==> config.mk <==
export PLATFORM = sky130hd
export DESIGN_NAME = multi_buffer_controller
export DESIGN_NICKNAME = d
export VERILOG_FILES = /design/src/rtl/mbc_pkg.sv /design/src/rtl/mbc_index_queue.sv /design/src/rtl/multi_buffer_controller.sv
export SDC_FILE = /design/constraint.sdc
export NUM_CORES = 1
export LEC_CHECK = 0
export BUFFER_PORTS_ARGS = -buffer_cell sky130_fd_sc_hd__buf_4
export CAP_MARGIN = 10
export CORE_UTILIZATION = 44
export DETAILED_ROUTE_END_ITERATION = 10
export PLACE_DENSITY = 0.73
export SETUP_SLACK_MARGIN = 0.4
export SYNTH_ARGS = -nofsm -noshare
export SYNTH_HDL_FRONTEND = slang
export SYNTH_SLANG_ARGS = --single-unit
export TNS_END_PERCENT = 10
==> constraint.sdc <==
create_clock -name clk -period 5.74 [get_ports clk]
set_input_delay 1.148 -clock clk [delete_from_list [all_inputs] [get_ports clk]]
set_output_delay 1.148 -clock clk [all_outputs]
set_load 0.01 [all_outputs]
==> src/rtl/mbc_pkg.sv <==
// ---------------------------------------------------------------------------
// mbc_pkg
// Shared types and constants for the multi-buffer frame ownership controller.
//   buffer_state_t  : life cycle of one frame buffer
//   channel_state_t : grant handshake state of the read and write channels
//   MAX_BUFFERS     : largest supported buffer count
//   SVL_VERBOSE_INFO: default simulation logging verbosity level
// ---------------------------------------------------------------------------
package mbc_pkg;

  localparam int MAX_BUFFERS      = 16;
  localparam int SVL_VERBOSE_INFO = 3;

  typedef enum logic [1:0] {
    FREE    = 2'd0,
    WRITING = 2'd1,
    READY   = 2'd2,
    READING = 2'd3
  } buffer_state_t;

  typedef enum logic [1:0] {
    IDLE  = 2'd0,
    GRANT = 2'd1,
    HOLD  = 2'd2
  } channel_state_t;

endpackage

==> src/rtl/mbc_index_queue.sv <==
// ---------------------------------------------------------------------------
// mbc_index_queue
// Circular FIFO of buffer indices, holding completed frames in write order.
// Ports:
//   clk, reset_n : clock, asynchronous active-low reset (pointers and count)
//   push/push_id : enqueue an index (ignored when full)
//   pop          : dequeue the head entry (ignored when empty)
//   head_id      : oldest stored index, valid while count != 0
//   count        : number of stored indices, 0..DEPTH
// ---------------------------------------------------------------------------
module mbc_index_queue
  import mbc_pkg::*;
#(
  parameter int DEPTH = 3,
  parameter int ID_W  = 2
) (
  input  logic            clk,
  input  logic            reset_n,
  input  logic            push,
  input  logic [ID_W-1:0] push_id,
  input  logic            pop,
  output logic [ID_W-1:0] head_id,
  output logic [ID_W:0]   count
);

  localparam int PTR_W = (DEPTH > 1) ? $clog2(DEPTH) : 1;

  logic [ID_W-1:0]  mem_q [DEPTH];
  logic [PTR_W-1:0] rd_ptr_q, rd_ptr_d;
  logic [PTR_W-1:0] wr_ptr_q, wr_ptr_d;
  logic [ID_W:0]    count_q, count_d;
  logic             do_push, do_pop;

  function automatic logic [PTR_W-1:0] ptr_inc(input logic [PTR_W-1:0] p);
    if (int'(p) == DEPTH - 1) return '0;
    return p + PTR_W'(1);
  endfunction

  always_comb begin
    do_push  = push && (int'(count_q) < DEPTH);
    do_pop   = pop && (count_q != '0);
    rd_ptr_d = do_pop  ? ptr_inc(rd_ptr_q) : rd_ptr_q;
    wr_ptr_d = do_push ? ptr_inc(wr_ptr_q) : wr_ptr_q;
    count_d  = count_q + (ID_W+1)'(do_push) - (ID_W+1)'(do_pop);
  end

  always_ff @(posedge clk or negedge reset_n) begin
    if (!reset_n) begin
      rd_ptr_q <= '0;
      wr_ptr_q <= '0;
      count_q  <= '0;
    end else begin
      rd_ptr_q <= rd_ptr_d;
      wr_ptr_q <= wr_ptr_d;
      count_q  <= count_d;
    end
  end

  // Storage carries data only; occupancy is tracked by the pointers above.
  always_ff @(posedge clk) begin
    if (do_push) mem_q[wr_ptr_q] <= push_id;
  end

  assign head_id = mem_q[rd_ptr_q];
  assign count   = count_q;

endmodule

==> src/rtl/multi_buffer_controller.sv <==
// ---------------------------------------------------------------------------
// multi_buffer_controller
// Hands out frame-buffer indices to one writer and one reader, tracking the
// ownership state of NUM_BUFFERS (3..16) buffers.
//   QUEUE_MODE = 0 : mailbox, reader always gets the newest completed frame
//   QUEUE_MODE = 1 : completed frames are read in order, both sides may stall
// Ports:
//   clk, reset_n                  : clock, asynchronous active-low reset
//   write_rq_rdy / finalize_wr    : writer request level / completion pulse
//   write_id_valid / write_id     : write grant
//   read_rq_rdy / finalize_rd     : reader request level / release pulse
//   read_id_valid / read_id       : read grant
//   ready_count                   : buffers holding a readable frame
//   frames_dropped                : saturating count of frames lost unread
//   protocol_err                  : pulse when a finalize arrives unowned
// ---------------------------------------------------------------------------
module multi_buffer_controller
  import mbc_pkg::*;
#(
  parameter  int NUM_BUFFERS = 3,
  parameter  int QUEUE_MODE  = 0,
  parameter  int CNT_W       = 16,
  parameter  int LOG_LEVEL   = SVL_VERBOSE_INFO,
  localparam int ID_W        = $clog2(NUM_BUFFERS)
) (
  input  logic             clk,
  input  logic             reset_n,
  input  logic             write_rq_rdy,
  input  logic             finalize_wr,
  output logic             write_id_valid,
  output logic [ID_W-1:0]  write_id,
  input  logic             read_rq_rdy,
  input  logic             finalize_rd,
  output logic             read_id_valid,
  output logic [ID_W-1:0]  read_id,
  output logic [ID_W:0]    ready_count,
  output logic [CNT_W-1:0] frames_dropped,
  output logic             protocol_err
);

  localparam bit IS_QUEUE         = (QUEUE_MODE != 0);
  localparam int unused_log_level = LOG_LEVEL;

  buffer_state_t   buf_q [NUM_BUFFERS];
  buffer_state_t   buf_d [NUM_BUFFERS];
  logic [ID_W-1:0] latest_q, latest_d;
  logic            latest_fresh_q, latest_fresh_d;  // latest holds a written, unread frame
  logic [ID_W-1:0] last_wr_q, last_wr_d;
  logic [ID_W-1:0] wr_id_q, wr_id_d;
  logic [ID_W-1:0] rd_id_q, rd_id_d;
  logic            wr_own_q, wr_own_d;
  logic            rd_own_q, rd_own_d;
  logic [CNT_W-1:0] dropped_q, dropped_d;
  logic            err_q, err_d;
  channel_state_t  wr_ch_q, wr_ch_d;
  channel_state_t  rd_ch_q, rd_ch_d;

  logic            wr_grant, rd_grant;
  logic            wr_found;
  logic [ID_W-1:0] wr_cand;
  int              wr_idx;
  logic [1:0]      drop_inc;
  logic [ID_W:0]   ready_cnt;

  logic            q_push, q_pop;
  logic [ID_W-1:0] q_push_id, q_head;
  logic [ID_W:0]   q_count;

  function automatic logic [CNT_W-1:0] sat_add(input logic [CNT_W-1:0] a,
                                               input logic [1:0]       inc);
    logic [CNT_W:0] sum;
    sum = {1'b0, a} + (CNT_W+1)'(inc);
    return sum[CNT_W] ? '1 : sum[CNT_W-1:0];
  endfunction

  // Mailbox mode may overwrite an older completed frame; queue mode may not.
  function automatic logic write_eligible(input buffer_state_t st, input logic is_latest);
    if (st == FREE) return 1'b1;
    return !IS_QUEUE && (st == READY) && !is_latest;
  endfunction

  if (IS_QUEUE) begin : g_queue
    mbc_index_queue #(
      .DEPTH (NUM_BUFFERS),
      .ID_W  (ID_W)
    ) u_queue (
      .clk     (clk),
      .reset_n (reset_n),
      .push    (q_push),
      .push_id (q_push_id),
      .pop     (q_pop),
      .head_id (q_head),
      .count   (q_count)
    );
  end else begin : g_mailbox
    logic unused_queue_ctl;
    assign unused_queue_ctl = ^{q_push, q_pop, q_push_id};
    assign q_head  = '0;
    assign q_count = '0;
  end

  // Ownership datapath: finalizes are applied first so that a same-cycle
  // request sees the buffer they produce or release.
  always_comb begin
    buf_d          = buf_q;
    latest_d       = latest_q;
    latest_fresh_d = latest_fresh_q;
    last_wr_d      = last_wr_q;
    wr_id_d        = wr_id_q;
    rd_id_d        = rd_id_q;
    wr_own_d       = wr_own_q;
    rd_own_d       = rd_own_q;
    err_d          = 1'b0;
    drop_inc       = 2'd0;
    wr_grant       = 1'b0;
    rd_grant       = 1'b0;
    wr_found       = 1'b0;
    wr_cand        = '0;
    wr_idx         = 0;
    q_push         = 1'b0;
    q_pop          = 1'b0;
    q_push_id      = wr_id_q;

    if (finalize_wr) begin
      if (wr_own_q) begin
        buf_d[wr_id_q] = READY;
        wr_own_d       = 1'b0;
        if (IS_QUEUE) begin
          q_push = 1'b1;
        end else begin
          // A previous latest still being read stays with the reader.
          if (buf_q[latest_q] == READY) begin
            buf_d[latest_q] = FREE;
            if (latest_fresh_q) drop_inc = drop_inc + 2'd1;
          end
          latest_d       = wr_id_q;
          latest_fresh_d = 1'b1;
        end
      end else begin
        err_d = 1'b1;
      end
    end

    if (finalize_rd) begin
      if (rd_own_q) begin
        rd_own_d       = 1'b0;
        buf_d[rd_id_q] = (!IS_QUEUE && (rd_id_q == latest_d)) ? READY : FREE;
      end else begin
        err_d = 1'b1;
      end
    end

    if ((wr_ch_q == IDLE) && write_rq_rdy) begin
      if (wr_own_d) begin
        wr_grant = 1'b1;
      end else begin
        for (int k = 1; k <= NUM_BUFFERS; k++) begin
          wr_idx = (int'(last_wr_q) + k) % NUM_BUFFERS;
          if (!wr_found && write_eligible(buf_d[wr_idx], wr_idx == int'(latest_d))) begin
            wr_found = 1'b1;
            wr_cand  = ID_W'(wr_idx);
          end
        end
        if (wr_found) begin
          if (buf_d[wr_cand] == READY) drop_inc = drop_inc + 2'd1;
          buf_d[wr_cand] = WRITING;
          wr_grant       = 1'b1;
          wr_id_d        = wr_cand;
          wr_own_d       = 1'b1;
          last_wr_d      = wr_cand;
        end
      end
    end

    if ((rd_ch_q == IDLE) && read_rq_rdy) begin
      if (rd_own_d) begin
        rd_grant = 1'b1;
      end else if (!IS_QUEUE) begin
        // With the reader owning nothing, latest is always READY here.
        buf_d[latest_d] = READING;
        rd_grant        = 1'b1;
        rd_id_d         = latest_d;
        rd_own_d        = 1'b1;
        latest_fresh_d  = 1'b0;
      end else if (q_count != '0) begin
        q_pop         = 1'b1;
        buf_d[q_head] = READING;
        rd_grant      = 1'b1;
        rd_id_d       = q_head;
        rd_own_d      = 1'b1;
      end else if (q_push) begin
        // Empty queue: hand the frame finishing this cycle straight over.
        q_push           = 1'b0;
        buf_d[q_push_id] = READING;
        rd_grant         = 1'b1;
        rd_id_d          = q_push_id;
        rd_own_d         = 1'b1;
      end
    end

    dropped_d = sat_add(dropped_q, drop_inc);
  end

  always_comb begin
    wr_ch_d = wr_ch_q;
    unique case (wr_ch_q)
      IDLE:        if (wr_grant) wr_ch_d = GRANT;
      GRANT, HOLD: wr_ch_d = write_rq_rdy ? HOLD : IDLE;
      default:     wr_ch_d = IDLE;
    endcase
  end

  always_comb begin
    rd_ch_d = rd_ch_q;
    unique case (rd_ch_q)
      IDLE:        if (rd_grant) rd_ch_d = GRANT;
      GRANT, HOLD: rd_ch_d = read_rq_rdy ? HOLD : IDLE;
      default:     rd_ch_d = IDLE;
    endcase
  end

  always_ff @(posedge clk or negedge reset_n) begin
    if (!reset_n) begin
      for (int i = 0; i < NUM_BUFFERS; i++) begin
        buf_q[i] <= (!IS_QUEUE && (i == 0)) ? READY : FREE;
      end
      latest_q       <= '0;
      latest_fresh_q <= 1'b0;
      last_wr_q      <= '0;
      wr_id_q        <= '0;
      rd_id_q        <= '0;
      wr_own_q       <= 1'b0;
      rd_own_q       <= 1'b0;
      dropped_q      <= '0;
      err_q          <= 1'b0;
      wr_ch_q        <= IDLE;
      rd_ch_q        <= IDLE;
    end else begin
      buf_q          <= buf_d;
      latest_q       <= latest_d;
      latest_fresh_q <= latest_fresh_d;
      last_wr_q      <= last_wr_d;
      wr_id_q        <= wr_id_d;
      rd_id_q        <= rd_id_d;
      wr_own_q       <= wr_own_d;
      rd_own_q       <= rd_own_d;
      dropped_q      <= dropped_d;
      err_q          <= err_d;
      wr_ch_q        <= wr_ch_d;
      rd_ch_q        <= rd_ch_d;
    end
  end

  always_comb begin
    ready_cnt = '0;
    if (IS_QUEUE) begin
      ready_cnt = q_count;
    end else begin
      for (int i = 0; i < NUM_BUFFERS; i++) begin
        if (buf_q[i] == READY) ready_cnt = ready_cnt + (ID_W+1)'(1);
      end
    end
  end

  always_comb begin
    write_id_valid = (wr_ch_q != IDLE);
    write_id       = wr_id_q;
    read_id_valid  = (rd_ch_q != IDLE);
    read_id        = rd_id_q;
    ready_count    = ready_cnt;
    frames_dropped = dropped_q;
    protocol_err   = err_q;
  end

endmodule

==> impl_metrics.yaml <==
outcome:
  status: "finished, final reports clean"
critical_path:
  cpLargestDelayFamily: "multiplexers"
  critPathSlowestCell: "mux4_2"
  path_class: "in -> reg"
  r2r_end: "frames_dropped[14]"
  reg2reg_from: "write_id[1]"
  crit_path_cell_trace: "buf_4 -> nand2_4 -> mux4_2 -> a22oi_2 -> o21bai_1 -> a31o_2 -> o211ai_2 -> mux2_2 -> mux2i_1 -> ha_1 -> a22o_1 -> ha_1 -> inv_1 -> fa_1 -> nor2_2 -> and3_1 -> and3_4 -> and2_2 -> nand3_1 -> mux2_2"
  worstPathArrival_ps: 5240
  r2r_slack_ps: 750
  start_kind: "input pin"
  required_ps: 5920
  crit_fanout: 13
  cpPeakStageDelay_ps: 530
  r2r_cells: 24
  end_kind: "register"
  cp_num_buf_inv: 2
synthesis:
  synth.most_common_cell: "dfrtp_1"
  synth_top_area_share_pct: 31.59
  synth_seq_cells: 36
  syn_area_um2: 2773
  ys_seq_area_share_pct: 32.54
  synth_ff_type: "dfrtp_1"
  synth_edf_count: 0
  ys_top_cells_by_count: "dfrtp_1, nand2_1, inv_1, ha_1, nor2_1"
  ys_warn_count: 0
  synth_top_area_cell: "dfrtp_1"
  synth_cell_types: 67
  ys_async_sr_fraction_pct: 100.0
  syn_nets: 328
  syn_inst: 300
  synth.area.top_cells: "dfrtp_1, ha_1, nand2_1"
  avgSynthCellArea_um2: 9.242
floorplanning:
  core.rowCount: 28
  die_h_um: 81.38
  die_w_um: 81.38
  dieArea_um2: 6623
  core_um2: 5991
  ios: 32
  start_util_pct: 46.28
grt:
  grt_pass1_wl_mm: 10.58
  grtUsageTotal_pct: 20.75
  grt_pass1_vias: 2226
  grt-ovfl-total: 0
  antenna_found_initial: 0
  grt_max_degree: 37
power_and_ir_drop:
  intPower_uw: 1028
  switching_share_pct: 48.24
  p_leak_uw: 0.001569
  ir_drop_mv: 0.2840
  power_density_nw_per_um2: 605.3
  seqPwrFrac_pct: 22.5
  p_comb_share_pct: 68.7
  pwr-share-clk_pct: 8.8
  power.net_switching_uw: 958.3
final_layout:
  utilization_pct: 54.78
  nNetsFinal: 371
  area_growth_pct: 18.37
  drive_gt1_share_pct: 23.03
  diodes: 0
  num-fill-cells: 525
  fin_cells: 418
  fin_area_um2: 3282
sta:
  slew_viol_final: 0
  fin_crit_sh_pct: 88.13
  tns_ps: 0
  period_needed_ps: 5059
  worst_slew_pin_slew_ps: 534.0
  clock.fmax_ghz: 0.1977
  setup_viol: 0
  hold_viol: 0
  fin_skew_ps: 8.638
  rsz0062_at_grt: "false"
  relSlewSlack_pct: 64.40
clock_network:
  cts_tree: "built"
  cts_buffer_depth: 2
  cts_root_buffer: "clkbuf_8"
  numCtsBuffers: 5
  clock_sinks: 36
  clk_pin_slew_ps: 80
  clkLatencyLatePin_ps: 290
  hold_buffers: 0
  cts_max_level: 2
min_path:
  hold_path_class: "reg -> reg"
  holdPathStages: 2
  min-delay-start: "latest_fresh_q"
  min_to: "latest_fresh_q"
job:
  max_cap_viol_count: 0
route:
  drt-initial-drc-count: 173
  wl_per_cell_um: 15.27
  antenna_left: 0
  drt_pre_antenna_iters: 4
  drc: 0
  vias: 2386
  viasPerCell: 5.708
  drt-total-wl_mm: 6.384
placed_design:
  hpwl_mm: 4.794
  io_buffers: 31
  placed_area_um2: 3117
  post-place-cells: 406
  place_congestion: 0.9136
==> flip-flops by register name, summed over array words and instances (netlist names) <==
name / count
frames_dropped: 16
latest_q: 2
rd_ch_q: 2
protocol_err: 1
read_id: 2
wr_ch_q: 2
latest_fresh_q: 1
wr_own_q: 1
buf_q: 6
write_id: 2
rd_own_q: 1
==> tightest hold or removal path: stages (launching register included) <==
cell and delay, ps:
dfrtp_1 360, nor2_1 60, nor2_1 70
==> logic make-up (layout without fill, tap and decap cells) <==
kind of cell,Yosys count,count (layout),synth area share [%]
fa+ha+maj,22,22,10.20
simple gates,115,115,23.51
flops,36,36,32.54
xor+xnor,13,13,4.377
compound gates,68,68,18.59
mux,13,13,5.866
buf+inv,33,76,4.918
==> final cells by class <==
| type | count | area, um^2 | share of cell area, % |
|---|---|---|---|
| inverters | 25 | 93.84 | 2.859 |
| multi-input cells | 231 | 1779 | 54.21 |
| repair buffers | 44 | 330.3 | 10.06 |
| flip-flops and latches | 36 | 903.4 | 27.53 |
| clock buffers | 5 | 68.82 | 2.097 |
| clock inverters | 2 | 12.51 | 0.3812 |
| well taps | 75 | 93.84 | 2.859 |
==> layout by cell type (no fill, tap or decap), types with 4 or more instances in the layout <==
cell      netlist  layout
buf_4           3      44
dfrtp_1        35      34
nand2_1        32      31
inv_1          25      25
ha_1           21      21
nor2_1         19      18
a21oi_1        12      12
nand3_1        12      11
nor2b_1         9       9
xnor2_1         8       8
mux2i_1         7       7
o21ai_0         8       7
and3_1          7       6
nand2b_1        5       5
clkbuf_8        0       5
a31oi_1         4       4
o211ai_1        4       4
o31ai_1         4       4
a21o_1          4       4
xor2_1          4       4
==> routing by layer <==
metal  part of all wire (%)  up-vias  GRT usage [%]
met1                     46     1138          28.72
met3                    4.5       10          3.483
met5                      0        -              0
met4                    1.1        0          5.357
li1                       -     1162              -
met2                     48       76          33.25
==> power by group through the flow <==
stage | sequential, uW | clock [uW] | combinational [uW]
final | 446 | 175 | 1360
after global routing | 458 | 191 | 1500
after CTS | 445 | 180 | 1290
after detailed placement | 449 | 0 | 1290
after global placement | 446 | 0 | 1270
after floorplan | 431 | 0 | 940
==> worst max path at each step <==
| stage | start | to | cells past startpoint |
|---|---|---|---|
| after floorplan | write_id[0] | frames_dropped[13] | 25 |
| after global placement | finalize_wr | frames_dropped[5] | 21 |
| final | finalize_wr | frames_dropped[14] | 20 |
| after CTS | finalize_wr | frames_dropped[0] | 21 |
| after detailed placement | finalize_wr | frames_dropped[0] | 21 |
| after global routing | finalize_wr | frames_dropped[14] | 20 |
==> what timing repair did <==
action / in CTS / in global routing
resized for setup: 0 / 13
setup endpoints to repair: 0 / 16
setup buffers: 0 / 5
==> per-stage QoR <==
stage	setup WS (ps)	power, uW	hold WS (ps)
after detailed placement	137.0	1737	514.7
after CTS	416.0	1920	531.0
after global placement	237.0	1717	496.9
final	681.1	1987	525.8
after floorplan	465.9	1371	466.2
after global routing	403.3	2147	552.6
(Power assumes the default switching activity.)
